==> config.mk <==
export PLATFORM = sky130hd
export DESIGN_NAME = div_unit
export DESIGN_NICKNAME = d
export VERILOG_FILES = /design/src/rtl/div_unit.sv
export SDC_FILE = /design/constraint.sdc
export NUM_CORES = 1
export LEC_CHECK = 0
export CORE_ASPECT_RATIO = 0.6
export CORE_MARGIN = 1.5
export CORE_UTILIZATION = 29
export DETAILED_ROUTE_END_ITERATION = 12
export HOLD_SLACK_MARGIN = 0.15
export PLACE_DENSITY = 0.57
export SETUP_SLACK_MARGIN = 0.4
export SLEW_MARGIN = 20
export SYNTH_ARGS = -nofsm -noshare
export SYNTH_HDL_FRONTEND = slang
export SYNTH_SLANG_ARGS = --single-unit
==> constraint.sdc <==
create_clock -name clk -period 9.89 [get_ports clk]
set_input_delay 2.4725 -clock clk [delete_from_list [all_inputs] [get_ports clk]]
set_output_delay 2.4725 -clock clk [all_outputs]
set_load 0.01 [all_outputs]
==> src/rtl/div_unit.sv <==
// Iterative restoring divider for DIV/DIVU in the EX stage.
// Produces {remainder, quotient} after WIDTH steps and stalls the pipeline while busy.
module div_unit #(
    parameter int WIDTH = 32
) (
    input  logic               clk,
    input  logic               rst,
    input  logic [7:0]         alucontrol,
    input  logic               start,
    input  logic               annul,
    input  logic [WIDTH-1:0]   srca,
    input  logic [WIDTH-1:0]   srcb,
    output logic [2*WIDTH-1:0] result,
    output logic               ready,
    output logic               stall
);
    localparam logic [7:0] DIV_OP  = 8'b0001_1010;
    localparam logic [7:0] DIVU_OP = 8'b0001_1011;
    localparam int         CW      = $clog2(WIDTH);

    typedef enum logic [1:0] {IDLE, BUSY, DZERO, DONE} state_t;

    state_t           state, state_nx;
    logic [WIDTH-1:0] rem, quo, dvs;
    logic             neg_q, neg_r;
    logic [CW-1:0]    count;

    logic             is_sgn, accept, last, fits;
    logic [WIDTH-1:0] abs_a, abs_b, rem_nx, quo_nx, q_fix, r_fix;
    logic [WIDTH:0]   trial;

    assign is_sgn = (alucontrol == DIV_OP);
    assign accept = (state == IDLE) && start && !annul &&
                    ((alucontrol == DIV_OP) || (alucontrol == DIVU_OP));
    assign abs_a  = (is_sgn && srca[WIDTH-1]) ? -srca : srca;
    assign abs_b  = (is_sgn && srcb[WIDTH-1]) ? -srcb : srcb;

    // Shifted partial remainder carries one extra bit so a full-range unsigned divisor still fits.
    assign trial  = {rem, quo[WIDTH-1]};
    assign fits   = (trial >= {1'b0, dvs});
    assign rem_nx = fits ? (trial[WIDTH-1:0] - dvs) : trial[WIDTH-1:0];
    assign quo_nx = {quo[WIDTH-2:0], fits};
    assign q_fix  = neg_q ? -quo_nx : quo_nx;
    assign r_fix  = neg_r ? -rem_nx : rem_nx;
    assign last   = (count == CW'(WIDTH - 1));

    always_comb begin
        state_nx = state;
        stall    = 1'b0;
        ready    = 1'b0;
        case (state)
            IDLE: begin
                if (accept) begin
                    stall    = 1'b1;
                    state_nx = (srcb == '0) ? DZERO : BUSY;
                end
            end
            BUSY: begin
                stall = 1'b1;
                if (annul)     state_nx = IDLE;
                else if (last) state_nx = DONE;
            end
            DZERO: begin
                stall    = 1'b1;
                state_nx = annul ? IDLE : DONE;
            end
            DONE: begin
                ready    = !annul;
                state_nx = IDLE;
            end
            default: state_nx = IDLE;
        endcase
    end

    always_ff @(posedge clk) begin
        if (!rst) begin
            state  <= IDLE;
            result <= '0;
            count  <= '0;
            rem    <= '0;
            quo    <= '0;
            dvs    <= '0;
            neg_q  <= 1'b0;
            neg_r  <= 1'b0;
        end else begin
            state <= state_nx;
            case (state)
                IDLE: begin
                    if (accept) begin
                        rem   <= '0;
                        quo   <= abs_a;
                        dvs   <= abs_b;
                        neg_q <= is_sgn && (srca[WIDTH-1] ^ srcb[WIDTH-1]);
                        neg_r <= is_sgn && srca[WIDTH-1];
                        count <= '0;
                    end
                end
                BUSY: begin
                    if (!annul) begin
                        rem   <= rem_nx;
                        quo   <= quo_nx;
                        count <= count + 1'b1;
                        if (last) result <= {r_fix, q_fix};
                    end
                end
                DZERO: begin
                    if (!annul) result <= '0;
                end
                default: ;
            endcase
        end
    end
endmodule
==> out/qor.yml, run 1 <==
status:
  status: "finished clean"
worst_setup_path:
  worstPathRequired_ns: 7.42
  r2r_cells: 16
  rr_endpoint: "result[60]$_SDFFE_PN0P_"
  crit_fanout: 66
  crit_type: "input pin to primary output"
  endpoint_kind: "primary output"
  reg2reg_slack_ns: 4.57
  rr_startpoint: "dvs[21]$_SDFFE_PN0P_"
  worst_ep_arrival_time_ns: 4.76
  cp-start-kind: "input pin"
floorplan:
  initial_utilization_pct: 29.5
  num_io_pins: 142
  die_h_um: 161
  dieArea_um2: 42600
  dieWidth_um: 266
  num_rows: 57
  core-area_um2: 40700
worst_hold_path:
  hp-class: "flop to flop"
  hold_start: "result[31]$_SDFFE_PN0P_"
  holdPathStages: 1
  min_to: "result[31]$_SDFFE_PN0P_"
power:
  power.leakage_nw: 5.25
  cellPowerDensity_nw_per_um2: 137
  vdd_ir_drop_max_uv: 93.6
timing:
  drv_slew: 0
  hold_viol: 0
  relSlewSlack_pct: 44.1
  fin_crit_ns: 7.23
  rsz0062_at_grt: "no"
  setup_tns_ns: 0
  post-route-period-util_pct: 73.1
  skew_ns: 0.0140
  fmax_ghz: 0.138
  setup_viol: 0
  worst_slew_pin_slew_ns: 0.831
placed_design:
  placed_area_um2: 13800
  dp_hpwl_um: 31500
  port-buffer-count: 141
  place_congestion: 0.935
synth:
  ys_ff_latch: 169
  synth_top_family_by_area: "compound AO/OA/AOI/OAI gates"
  avgSynthCellArea_um2: 7.79
  synth_nets: 1662
  synth-xor-area-share_pct: 10.1
  ys_types: 88
  synthArstFlopShare_pct: 0
  ys_warn_count: 0
  seq_area_frac_synth_pct: 28.2
  synth_fa_ha_area_share_pct: 4.75
  netlist_instances: 1541
  ys.flop_type: "dfxtp_1"
  synth_edf_count: 0
  synth_compound_area_share_pct: 26.5
  muxShareOfSynthArea_pct: 2.07
  netlist_area_um2: 12000
  synth-simple-area-share_pct: 23.2
clock_tree:
  tritoncts: "built"
  numCtsBuffers: 17
  cts-root-buf: "clkbuf_16"
  cts_max_level: 4
  clk_latency_ns: 0.46
  cts_max_path_buffers: 2
  post-cts-setup-buffers: 0
  cts_resized: 0
  clkSlewWorstSetupHoldPaths_ns: 0.07
  hold_buffers: 0
  clock_sinks: 169
global_routing:
  overflow: 0
  grt_pass1_wl_um: 61700
  grt_pass1_vias: 10100
  antenna_found_initial: 0
  grt_max_degree: 79
  grt_use_total_pct: 18.7
cells_and_area:
  final_cell_mix: "187 x nand2_1, 168 x dfxtp_1, 140 x clkdlybuf4s50_1"
  layout_commonest_cell: "nand2_1"
  finalNetCount: 1739
  area.growth.synth_to_final_pct: 20.2
  antennaDiodeCount: 0
  drive_gt1_share_pct: 6.01
  finalInstanceArea_um2: 14400
detailed_routing:
  wirelength_um: 40800
  postRouteAntennaNets: 0
  vias: 11500
  drt_iter0_markers: 1385
  wl_per_cell_um: 18.9
  firstDrtPassIters: 5
  drc: 0
  vias_per_cell: 5.34
job:
  cap_violations: 0
area by class of cell:
type | count | area [um^2]
multi-input cells | 1218 | 8010
well taps | 531 | 664
clock inverters | 15 | 191
repair buffers | 154 | 1520
inverters | 58 | 220
flip-flops and latches | 169 | 3380
fillers | 4220 | 26200
clock buffers | 17 | 425
stage by stage:
stage	instances	power (mW)	setup WS (ns)	utilization (%)	hold slack (ns)
after detailed placement	2129	1.26	2.63	33.9	0.472
after floorplan	1541	1.08	3.48	-	0.445
final	2162	1.98	2.66	35.5	0.484
after CTS	2161	1.99	2.61	35.4	0.489
after global placement	2129	1.26	2.60	33.9	0.455
after global routing	2162	2.07	2.38	35.5	0.494
flip-flops by register name (all words and copies together), names as in the netlist:
register,cells
result,64
dvs,32
rem,32
neg_r,1
neg_q,1
count,5
state,2
quo,32
synth_stat cells, drive strengths merged, types with 6 or more instances:
cell,instances,area (um^2)
nand3,13,75.1
nor4,19,155
buf,20,121
a21o,6,45.0
o21a,8,67.6
nand4,17,113
inv,57,216
o21ai,130,673
xnor2,89,780
a21oi,97,497
o211ai,13,97.6
clkbuf,76,285
nand2,187,702
or3,18,118
nor3,37,195
nor2,97,364
a31oi,9,56.3
and3,10,62.6
or2,9,56.3
nand2b,14,87.6
a22oi,43,323
o41ai,10,121
o31ai,24,209
and2,43,269
a311oi,6,52.6
nor2b,52,325
dfxtp,169,3380
a22o,24,210
or4,9,67.6
a21boi,34,255
a211oi,26,200
mux2i,21,226
xor2,49,429
ha,44,551
worst max-delay path by stage:
| stage | from | end |
|---|---|---|
| 6_report | alucontrol[2] | stall |
| 5_1_grt | alucontrol[2] | stall |
| 4_1_cts | alucontrol[2] | stall |
| 3_5_place_dp | alucontrol[2] | stall |
| 3_3_place_gp | alucontrol[2] | stall |
| 2_1_floorplan | alucontrol[2] | stall |
logic make-up (layout without fill, tap and decap cells):
kind of cell	Yosys count	in the layout
adder cells (fa/ha/maj)	45	45
AO/OA/AOI/OAI	466	466
AND/OR/NAND/NOR	546	546
buffers and inverters	154	244
flip-flops	169	169
XOR/XNOR	138	138
multiplexers	23	23
power by group:
group / total, mW / internal (mW) / leakage (nW) / switching [mW]
Clock: 0.722 / 0.403 / 0.290 / 0.318
Sequential: 0.721 / 0.697 / 1.36 / 0.0240
Combinational: 0.537 / 0.195 / 3.60 / 0.343
Total: 1.98 / 1.29 / 5.25 / 0.685
critical path, stage by stage:
cell and delay (ns):
clkdlybuf4s50_1 0.39, nand2b_1 0.14, nor3_1 0.13, nand4b_1 0.18
nor3_2 0.18, buf_4 0.52, nor2_1 0.08, nor2_1 0.11
clkdlybuf4s50_1 0.55
layer usage:
layer | global-route usage, % | wire [um] | vias to the layer above
li1 | - | - | 5654
met1 | 30.9 | 21900 | 5416
met2 | 23.1 | 14800 | 445
met3 | 4.77 | 3560 | 32
met4 | 3.77 | 419 | 0
met5 | 0 | 0 | -
Note: power is estimated with default switching activity, not from simulation.
==> run 2, diff against run 1 <==
==> constraint.sdc (replaced) <==
create_clock -name clk -period 7.5 [get_ports clk]
set_input_delay 1.875 -clock clk [delete_from_list [all_inputs] [get_ports clk]]
set_output_delay 1.875 -clock clk [all_outputs]
set_load 0.01 [all_outputs]
==> out/qor.yml, run 2 (synthesis results as in run 1) <==
status:
  status: "finished clean"
clock_tree:
  cts-root-buf: "clkbuf_16"
  post-cts-setup-buffers: 0
  numCtsBuffers: 17
  hold_buffers: 0
  cts_max_path_buffers: 2
  clock_sinks: 169
  tritoncts: "built"
  cts_resized: 0
  clkSlewWorstSetupHoldPaths_ns: 0.06
  clk_latency_ns: 0.45
  cts_max_level: 4
timing:
  relSlewSlack_pct: 43.2
  fmax_ghz: 0.181
  setup_viol: 0
  hold_viol: 0
  drv_slew: 0
  worst_slack_ns: 1.97
  worst_slew_pin_slew_ns: 0.853
  post-route-period-util_pct: 73.7
  fin_crit_ns: 5.53
  rsz0062_at_grt: "no"
  skew_ns: 0.0108
  setup_tns_ns: 0
power:
  vdd_ir_drop_max_uv: 114
  power.leakage_nw: 5.22
  cellPowerDensity_nw_per_um2: 178
detailed_routing:
  firstDrtPassIters: 5
  m1WireLength_um: 23000
  drt_iter0_markers: 1262
  wl_met3_um: 3000
  postRouteAntennaNets: 0
  dr_wl_met2_um: 15000
  wirelength_um: 41400
  drc: 0
  vias: 11600
  top_layer: "met4"
  wl_per_cell_um: 19.1
  vias_per_cell: 5.35
cells_and_area:
  final_cell_mix: "187 x nand2_1, 169 x dfxtp_1, 140 x clkdlybuf4s50_1"
  largest-register: "result"
  layout_commonest_cell: "nand2_1"
  area.growth.synth_to_final_pct: 19.9
  fill_cells: 4262
  finalNetCount: 1739
  fin_util_pct: 35.4
  drive_gt1_share_pct: 5.82
  largest_reg_flops: 64
  antennaDiodeCount: 0
worst_setup_path:
  critPathMaxStageDelay_ns: 0.55
  crit_family: "buffers and inverters"
  crit_chain: "clkdlybuf4s50_1 -> nand2b_1 -> nor3_1 -> nand4b_1 -> nor3_2 -> nor2_1 -> nor2_1 -> clkdlybuf4s50_1"
  worstPathRequired_ns: 5.62
  crit_type: "input pin to primary output"
  worst_ep_arrival_time_ns: 3.65
  cp-startpoint: "alucontrol[2]"
  r2r_cells: 14
  rr_startpoint: "dvs[21]$_SDFFE_PN0P_"
  rr_endpoint: "result[63]$_SDFFE_PN0P_"
  crit_fanout: 3
  reg2reg_slack_ns: 2.44
  endpoint_kind: "primary output"
  cp_slowest_cell: "clkdlybuf4s50_1"
  cp-start-kind: "input pin"
  crit_buf_inv: 2
placed_design:
  port-buffer-count: 141
  place_ws_ns: 1.95
  place_congestion: 0.945
  dp_hpwl_um: 32300
job:
  cap_violations: 0
floorplan:
  die_h_um: 161
  dieArea_um2: 42600
  initial_utilization_pct: 29.5
  num_rows: 57
  dieWidth_um: 266
  core-area_um2: 40700
  num_io_pins: 142
global_routing:
  grt_max_degree: 92
  grt_pass1_wl_um: 62900
  grt_pass1_vias: 10100
  grt_use_total_pct: 19.2
  antenna_found_initial: 0
  overflow: 0
worst_hold_path:
  hold_start: "count[4]$_SDFFE_PN0P_"
  holdPathStages: 2
  hp-class: "flop to flop"
  min_to: "count[4]$_SDFFE_PN0P_"
## run 2: cell types whose count changed in the layout (fill, tap and decap cells not counted), moves of 2 or more
cell	previous run	this run
inv_6	3	0
clkbuf_8	0	2
clkbuf_1	0	3
inv_8	2	0
## run 2: tightest hold or removal path, delay by kind of cell (launching register included)
family	cells	cell delay [ns]
AO/OA/AOI/OAI	1	0.07
flip-flops	1	0.31
AND/OR/NAND/NOR	1	0.05
## run 2: where the power goes
group / switching, mW / internal (mW) / total [mW]
logic: 0.452 / 0.253 / 0.705
registers: 0.0327 / 0.919 / 0.952
clock network: 0.390 / 0.508 / 0.898
total: 0.874 / 1.68 / 2.55
## run 2: per-stage QoR
step | hold WS [ns] | instances | power (mW) | cell area (um^2)
6_report | 0.479 | 2162 | 2.55 | 14400
5_1_grt | 0.494 | 2162 | 2.68 | 14400
4_1_cts | 0.482 | 2162 | 2.57 | 14400
3_5_place_dp | 0.466 | 2130 | 1.67 | 13800
3_3_place_gp | 0.454 | 2130 | 1.66 | 13800
2_1_floorplan | 0.445 | 1541 | 1.43 | 12000
## run 2: cell type report
cell class                 instances  area [um^2]  area share, %
multi-input combinational       1218         8010           55.7
sequential                       169         3380           23.5
timing repair buffer             154         1520           10.5
tap                              531          664           4.62
clock buffer                      22          464           3.23
inverter                          58          220           1.53
clock inverter                    10          120          0.835
## run 2: layer usage
metal / GRT usage, % / vias to the layer above
met4: 3.18 / 0
met1: 32.4 / 5452
li1: - / 5647
met5: 0 / -
met2: 23.5 / 442
met3: 4.12 / 24
## run 2: how the worst max path moves through the flow
stage             to  slack, ns  cells after the start
6_report       stall       1.97                      8
5_1_grt        stall       1.75                      8
4_1_cts        stall       1.94                      8
3_5_place_dp   stall       1.95                      8
3_3_place_gp   stall       1.97                      8
2_1_floorplan  stall       2.28                      8
==> run 3, diff against run 2 <==
--- a/config.mk
+++ b/config.mk
@@ -10,7 +10,7 @@
 export CORE_UTILIZATION = 29
 export DETAILED_ROUTE_END_ITERATION = 12
 export HOLD_SLACK_MARGIN = 0.15
-export PLACE_DENSITY = 0.57
+export PLACE_DENSITY = 0.59
 export SETUP_SLACK_MARGIN = 0.4
 export SLEW_MARGIN = 20
 export SYNTH_ARGS = -nofsm -noshare
==> constraint.sdc (replaced) <==
create_clock -name clk -period 4.87 [get_ports clk]
set_input_delay 1.2175 -clock clk [delete_from_list [all_inputs] [get_ports clk]]
set_output_delay 1.2175 -clock clk [all_outputs]
set_load 0.01 [all_outputs]
==> out/qor.yml, run 3 (synthesis results as in run 1) <==
placed_design:
  port-buffer-count: 141
  place_ws_ns: 0.190
  dp_hpwl_um: 34100
  placedCellCount: 2153
  place_congestion: 0.976
detailed_routing:
  vias_per_cell: 5.36
  wl_per_cell_um: 20.1
  firstDrtPassIters: 5
  drt_iter0_markers: 1278
  vias: 11700
  drc: 0
  wirelength_um: 43900
  postRouteAntennaNets: 0
global_routing:
  grt_max_degree: 71
  overflow: 0
  grt_pass1_wl_um: 66300
  antenna_found_initial: 0
  grt_pass1_vias: 10600
  grt_use_total_pct: 20.4
timing:
  skew_ns: 0.0120
  fin_crit_ns: 4.31
  setup_viol: 0
  relSlewSlack_pct: 27.8
  rsz0062_at_grt: "yes"
  worst_slew_pin_slew_ns: 1.08
  worst_slack_ns: 0.563
  post-route-period-util_pct: 88.4
  hold_viol: 0
  drv_slew: 0
  fmax_ghz: 0.232
  setup_tns_ns: 0
clock_tree:
  cts-root-buf: "clkbuf_16"
  clk_latency_ns: 0.46
  clkSlewWorstSetupHoldPaths_ns: 0.07
  cts_max_path_buffers: 2
  clock_sinks: 169
  numCtsBuffers: 17
  tritoncts: "built"
  cts_max_level: 4
  hold_buffers: 0
worst_setup_path:
  cp_slowest_cell: "nor4_4"
  crit_chain: "ha_1 -> nor2b_1 -> o2111ai_2 -> a31o_4 -> o21a_4 -> o21ai_4 -> mux2i_2 -> ha_2 -> nand3_2 -> nor4_4 -> a41o_2 -> nand4_4 -> o31ai_4 -> xor2_1 -> a22o_1"
  crit_type: "flop to flop"
  critPathMaxStageDelay_ns: 0.56
  endpoint_kind: "flop"
  worstPathRequired_ns: 5.22
  crit_fanout: 7
  crit_family: "compound AO/OA/AOI/OAI gates"
  cp-start-kind: "flop"
  worst_ep_arrival_time_ns: 4.66
  crit_buf_inv: 0
power:
  power.leakage_nw: 5.38
  power_frac_clock_pct: 34.7
  cellPowerDensity_nw_per_um2: 276
  switching_share_pct: 35.2
  pwr-share-comb_pct: 29.2
  pwr-share-seq_pct: 36.2
  vdd_ir_drop_max_uv: 181
  internal_power_mw: 2.62
  p_switching_mw: 1.43
  power_mw: 4.05
floorplan:
  die_h_um: 161
  dieWidth_um: 266
  initial_utilization_pct: 29.5
  dieArea_um2: 42600
  num_io_pins: 142
  num_rows: 57
  core-area_um2: 40700
cells_and_area:
  final_cells: 2190
  largest_reg_flops: 64
  area.growth.synth_to_final_pct: 22.5
  layout_commonest_cell: "nand2_1"
  largest-register: "result"
  drive_gt1_share_pct: 8.74
  final_cell_mix: "187 x nand2_1, 168 x dfxtp_1, 140 x clkdlybuf4s50_1"
  finalNetCount: 1767
  antennaDiodeCount: 0
job:
  cap_violations: 0
status:
  status: "finished clean"
worst_hold_path:
  hp-class: "flop to flop"
## run 3: changes by cell type in the layout (fill, tap and decap cells not counted), sizes merged
cell and delta:
buf +28, clkinvlp -2, inv +4, clkbuf -2
## run 3: path summary, 6_finish.rpt
| kind | startpoint | end | slack [ns] | cells past startpoint |
|---|---|---|---|---|
| worst max-delay path | rem[0]$_SDFFE_PN0P_ | result[60]$_SDFFE_PN0P_ | 0.56 | 15 |
| worst max register to register | rem[0]$_SDFFE_PN0P_ | result[60]$_SDFFE_PN0P_ | 0.56 | 15 |
| worst min register to register | result[29]$_SDFFE_PN0P_ | result[29]$_SDFFE_PN0P_ | 0.48 | 1 |
| worst min-delay path | result[29]$_SDFFE_PN0P_ | result[29]$_SDFFE_PN0P_ | 0.48 | 1 |
## run 3: area by class of cell
| class | count | area (um^2) |
|---|---|---|
| multi-input cells | 1218 | 8120 |
| well taps | 531 | 664 |
| clock inverters | 12 | 140 |
| flip-flops and latches | 169 | 3380 |
| repair buffers | 182 | 1720 |
| clock buffers | 20 | 447 |
| inverters | 58 | 220 |
| fillers | 4188 | 26000 |
## run 3: power by group through the flow
stage	registers (mW)	logic, mW	clock network, mW
after CTS	1.46	1.12	1.43
after global routing	1.47	1.28	1.49
after detailed placement	1.49	1.12	0
after global placement	1.49	1.11	0
final	1.46	1.18	1.40
after floorplan	1.48	0.725	0
## run 3: repair_timing
item                                    in CTS  in global routing
endpoints found under the setup margin       2                 22
resized for setup                            1                 24
pin swaps                                    0                  3
buffers inserted                             0                  5
cloned                                       0                  0
hold endpoints to repair                     0                  0
## run 3: layer usage
metal | GRT usage [%] | share of wire (%)
met5 | 0 | 0
met4 | 2.69 | 0.49
met3 | 5.52 | 8.5
met2 | 25.4 | 37
met1 | 33.6 | 54
## run 3: through the flow
step                      instance area, um^2  hold WS, ns  util [%]
after floorplan                         12000        0.445         -
after global placement                  14000        0.458      34.3
after detailed placement                14000        0.470      34.3
after CTS                               14600        0.486      35.8
after global routing                    14700        0.496      36.2
final                                   14700        0.478      36.2
